<file path="src/rtl/shift_add_mult8_pkg.sv">
// Shared constants and state encoding for the sequential shift-and-add multiplier.
//   ST_IDLE/ST_RUN/ST_DONE : FSM state encoding
//   STEPS                  : shift-and-add steps per product (one per multiplier bit)
//   ADD_W                  : width of the ripple-carry adder stage
package shift_add_mult8_pkg;

  localparam int unsigned ADD_W = 8;
  localparam int unsigned STEPS = 8;
  localparam int unsigned CNT_W = 3;
  localparam int unsigned PROD_W = 2 * ADD_W;

  typedef enum logic [1:0] {
    ST_IDLE = 2'd0,
    ST_RUN  = 2'd1,
    ST_DONE = 2'd2
  } state_t;

endpackage

</file>
<file path="src/rtl/shift_add_mult8_ripple.sv">
// 8-bit ripple-carry adder used as the multiplier's add step.
//   a, b : addends
//   cin  : carry in
//   cout : carry out of the top bit
//   s    : sum
module RippleCarry
  import shift_add_mult8_pkg::*;
(
  input  logic [ADD_W-1:0] a,
  input  logic [ADD_W-1:0] b,
  input  logic             cin,
  output logic             cout,
  output logic [ADD_W-1:0] s
);

  logic [ADD_W:0] c;

  assign c[0] = cin;

  // One full adder per bit; carry ripples upward.
  for (genvar i = 0; i < int'(ADD_W); i++) begin : g_fa
    assign s[i]   = a[i] ^ b[i] ^ c[i];
    assign c[i+1] = (a[i] & b[i]) | (c[i] & (a[i] ^ b[i]));
  end

  assign cout = c[ADD_W];

endmodule

</file>
<file path="src/rtl/shift_add_mult8.sv">
// Sequential 8x8 unsigned multiplier: one shift-and-add step per clock.
//   clk   : clock, rising edge
//   rst_n : synchronous reset, active-low
//   start : request, honoured only while idle
//   a, b  : multiplicand / multiplier, captured on an accepted start
//   busy  : high from acceptance through the done cycle
//   done  : one-cycle pulse; p valid from this cycle on
//   p     : product, held until the next completion
module shift_add_mult8
  import shift_add_mult8_pkg::*;
#(
  parameter int unsigned WIDTH = 8
) (
  input  logic                 clk,
  input  logic                 rst_n,
  input  logic                 start,
  input  logic [WIDTH-1:0]     a,
  input  logic [WIDTH-1:0]     b,
  output logic                 busy,
  output logic                 done,
  output logic [2*WIDTH-1:0]   p
);

  state_t              state;
  state_t              state_next;
  logic                busy_next;
  logic                done_next;
  logic                step_last;

  logic [ADD_W-1:0]    mcand;
  logic [PROD_W-1:0]   acc;
  logic [CNT_W-1:0]    cnt;

  logic [ADD_W-1:0]    addend;
  logic [ADD_W-1:0]    sum;
  logic                carry;
  logic [PROD_W-1:0]   acc_step;

  // Add the multiplicand into the upper half when the current multiplier bit is set.
  assign addend = acc[0] ? mcand : '0;

  RippleCarry u_add (
    .a    (acc[PROD_W-1:ADD_W]),
    .b    (addend),
    .cin  (1'b0),
    .cout (carry),
    .s    (sum)
  );

  // Carry-out becomes the new MSB, so the 17-bit sum survives the right shift.
  assign acc_step  = {carry, sum, acc[ADD_W-1:1]};
  assign step_last = (cnt == CNT_W'(STEPS - 1));

  // State and status flags.
  always_ff @(posedge clk) begin
    if (!rst_n) begin
      state <= ST_IDLE;
      busy  <= 1'b0;
      done  <= 1'b0;
    end else begin
      state <= state_next;
      busy  <= busy_next;
      done  <= done_next;
    end
  end

  // Next-state and next-flag decode; flags depend on state and start only.
  always_comb begin
    state_next = state;
    busy_next  = 1'b0;
    done_next  = 1'b0;
    case (state)
      ST_IDLE: begin
        if (start) begin
          state_next = ST_RUN;
          busy_next  = 1'b1;
        end
      end
      ST_RUN: begin
        busy_next = 1'b1;
        if (step_last) begin
          state_next = ST_DONE;
          done_next  = 1'b1;
        end
      end
      ST_DONE: begin
        state_next = ST_IDLE;
      end
      default: begin
        state_next = ST_IDLE;
      end
    endcase
  end

  // Operand capture, shift-and-add datapath and product register.
  always_ff @(posedge clk) begin
    if (!rst_n) begin
      mcand <= '0;
      acc   <= '0;
      cnt   <= '0;
      p     <= '0;
    end else begin
      case (state)
        ST_IDLE: begin
          if (start) begin
            mcand <= ADD_W'(a);
            acc   <= {{ADD_W{1'b0}}, ADD_W'(b)};
            cnt   <= '0;
          end
        end
        ST_RUN: begin
          acc <= acc_step;
          cnt <= CNT_W'(cnt + CNT_W'(1));
          if (step_last) begin
            p <= (2*WIDTH)'(acc_step);
          end
        end
        default: begin
        end
      endcase
    end
  end

endmodule

</file>
<file path="config.mk">
export PLATFORM = sky130hd
export DESIGN_NAME = shift_add_mult8
export DESIGN_NICKNAME = d
export VERILOG_FILES = /design/src/rtl/shift_add_mult8_pkg.sv /design/src/rtl/shift_add_mult8_ripple.sv /design/src/rtl/shift_add_mult8.sv
export SDC_FILE = /design/constraint.sdc
export NUM_CORES = 1
export LEC_CHECK = 0
export ABC_AREA = 1
export CORE_ASPECT_RATIO = 1.25
export CORE_MARGIN = 1.5
export CORE_UTILIZATION = 39
export DETAILED_ROUTE_END_ITERATION = 7
export HOLD_SLACK_MARGIN = 0.12
export MAX_ROUTING_LAYER = met4
export PLACE_DENSITY = 0.69
export SETUP_SLACK_MARGIN = 0.2
export SKIP_LAST_GASP = 1
export SLEW_MARGIN = 25
export SYNTH_ARGS = -nofsm -noshare
export SYNTH_HDL_FRONTEND = slang
export SYNTH_SLANG_ARGS = --single-unit
export TNS_END_PERCENT = 50
</file>
<file path="constraint.sdc">
create_clock -name clk -period 3.6 [get_ports clk]
set_input_delay 1.08 -clock clk [delete_from_list [all_inputs] [get_ports clk]]
set_output_delay 1.08 -clock clk [all_outputs]
set_load 0.02 [all_outputs]
</file>
==> flow_summary_export.csv <==
group,metric,value,unit
timing,max_freq,0.310,GHz
timing,final.setup.worst_slack,373,ps
critical_path,crit_type,"register to register",
timing,finalHoldViolations,0,
grt,global_route.usage.total,16.4,%
yosys,synth-seq-area-share,45.6,%
critical_path,worst_path_buffer_plus_inverter_count,7,
placed_design,numPortBuffers,36,
flow_run,drv_cap,0,
timing,hold_slack,470,ps
critical_path,critical_path.max_fanout,5,
cells_and_area,post-route-cell-area,0.00254,mm²
detailed_routing,drt_first_pass_iters,4,
yosys,ffs_latches_synth,47,
clock_tree,htreeDepth,2,
floorplanning,coreArea,0.00508,mm²
yosys,synthesis.nets,309,
min_path,timing.hold.worst.class,"register to register",
critical_path,worstSetupEndpointType,"register",
timing,timing.setup.tns,0,ps
placed_design,detailed_place_hpwl,2940,µm
power,peakVddDrop,210,µV
floorplanning,rows,29,
grt,grt_pass1_vias,1556,
critical_path,critical_path.cell_chain,"nand2_1 -> inv_1 -> ha_1 -> inv_1 -> fa_2 -> fa_1 -> inv_1 -> fa_2 -> fa_2 -> inv_1 -> fa_2 -> inv_2 -> fa_2 -> inv_2 -> fa_1 -> inv_2 -> nand2_1 -> a21oi_1",
yosys,synth_cells,280,
cells_and_area,layout_overhead_on_the_synthesized_area,23.3,%
cells_and_area,num_antenna_cells,0,
yosys,syn-mean-instance-area,7.37,µm²
timing,min_period_over_period,89.6,%
grt,antenna_found_initial,0,
power,powerDensity,375,mW/mm²
detailed_routing,route.detailed.wl_per_inst,10.9,µm
grt,grt_overflow,0,
critical_path,critical-path-max-stage-delay,490,ps
clock_tree,clk_latency,290,ps
yosys,post_synthesis_instance_area,0.00206,mm²
timing,worst-slew-pin-transition,473,ps
critical_path,critical-path-slowest-cell,"fa_1",
grt,grt_pass1_wl,7020,µm
power,p_leak,1.16,nW
clock_tree,cts_tree,"done",
detailed_routing,post-route-drc-count,0,
timing,grt_setup_unrepaired,"false",
critical_path,critical_path.most_common_cell,"fa_2",
critical_path,timing.critical_path.arrival,3390,ps
detailed_routing,detail-route-antenna-nets,0,
detailed_routing,totalWireLength,4100,µm
clock_tree,clkTransAtPathRegs,80,ps
run_status,result_of_the_run,"completed",
timing,timing.clock.skew,4.01,ps
clock_tree,maximum_buffer_depth_of_the_clock_tree,2,
detailed_routing,drtIter0Drc,68,
timing,final_period_minus_worst_setup_slack,3230,ps
placed_design,routabilityCongestion,0.805,
critical_path,setup.worst_path.start_class,"register",
placed_design,preCtsSetupSlack,211,ps
yosys,synth_cell_type_count,19,
timing,report.final.slew_viol_count,0,
cells_and_area,nFillCells,509,
timing,timing.final.setup_violations,0,
critical_path,path_delay_family,"adder cells",
clock_tree,cts_num_sinks,47,
detailed_routing,detail_route.vias_per_cell,4.67,
clock_tree,clk_root_buffer_cell,"clkbuf_8",
floorplanning,dieArea,0.00574,mm²
floorplanning,die_h,84.3,µm
placed_design,placed_cell_area,0.00245,mm²
grt,largest_net_degree_at_the_start_of_global_routing,35,
floorplanning,die_width,68.1,µm
detailed_routing,via_count,1753,
critical_path,worst-endpoint-required,3770,ps
cells_and_area,final_layout_size_suffix_gt1_share,7.67,%
cells_and_area,layout.nets,343,
clock_tree,cts_inserted_buffers,5,
critical_path,reg2reg_slack,370,ps
floorplanning,boundaryPins,37,
floorplanning,initial_core_util,40.6,%
timing,relSlewSlack,68.4,%
cells_and_area,utilization,50.1,%
yosys,ys_warn_count,0,
power by group:
group	switching (mW)	internal (mW)	leakage [nW]
sequential	0.0159	0.540	0.384
combinational	0.0593	0.0467	0.741
clock	0.164	0.130	0.0371
total	0.239	0.716	1.16
path summary, 6_finish.rpt:
kind	start	end	cells past startpoint
worst max-delay path	acc[0]	acc[14]	18
worst min-delay path	p[9]	p[9]	2
worst max register to register	acc[0]	acc[14]	18
worst min register to register	p[9]	p[9]	2
cell type report:
type	instances	area (µm²)	area share, %
clock buffers	6	72.6	2.85
inverters	31	116	4.57
well taps	62	77.6	3.05
repair buffers	39	383	15.0
flip-flops and latches	47	945	37.1
multi-input cells	190	951	37.4
flip-flops by register name, summed over array words and instances (netlist names):
name   cells
acc       16
p         16
mcand      8
cnt        3
state      2
busy       1
done       1
metrics by stage:
| step | std cells | total power [mW] |
|---|---|---|
| final | 375 | 0.955 |
| after global routing | 375 | 1.00 |
| after CTS | 374 | 0.961 |
| after detailed placement | 368 | 0.672 |
| after global placement | 368 | 0.671 |
| after floorplan | 280 | 0.636 |
cells in the mapped netlist (all sizes together):
cell	instances	share of area (%)
nand2	95	18
dfxtp	47	46
nor2	40	8.0
inv	31	5.6
nand3	24	5.8
a21oi	10	2.4
o21ai	10	2.6
buf	7	2.4
fa	7	6.8
clkbuf	5	0.91
ha	3	1.8
o21a	1	0.36
tightest hold or removal path, cell delays in order (launching register included):
cell,delay [ps]
dfxtp_1,310
nand3_1,70
nand2_1,50
layout by cell type (no fill, tap or decap):
master,n
a21oi_1,10
buf_4,3
clkbuf_1,1
clkbuf_8,5
clkdlybuf4s50_1,36
dfxtp_1,46
dfxtp_4,1
fa_1,2
fa_2,5
ha_1,3
inv_1,25
inv_2,6
nand2_1,94
nand2_4,1
nand3_1,24
nor2_1,38
nor2_4,2
o21a_1,1
o21ai_0,9
o21ai_2,1
cell families after synthesis:
kind of cell	synth area share, %
flops	45.6
compound gates	5.39
fa+ha+maj	8.61
simple gates	31.5
buf+inv	8.97
per-layer routing:
metal / GRT usage (%) / vias to the layer above / part of all wire [%] / routed length [µm]
met4: 7.09 / 0 / 2.1 / 86
met2: 24.4 / 32 / 47 / 1920
met5: - / - / 0 / 0
met1: 21.2 / 796 / 48 / 1960
li1: - / 916 / - / -
met3: 3.62 / 9 / 3.2 / 133
repair_timing:
item	CTS	global route
resized for setup	1	9
hold buffers	0	0
hold endpoints to repair	0	0
buffers inserted	0	1
setup endpoints to repair	1	3
pin swaps	0	2
No activity file was read; power rests on OpenSTA's default activity.
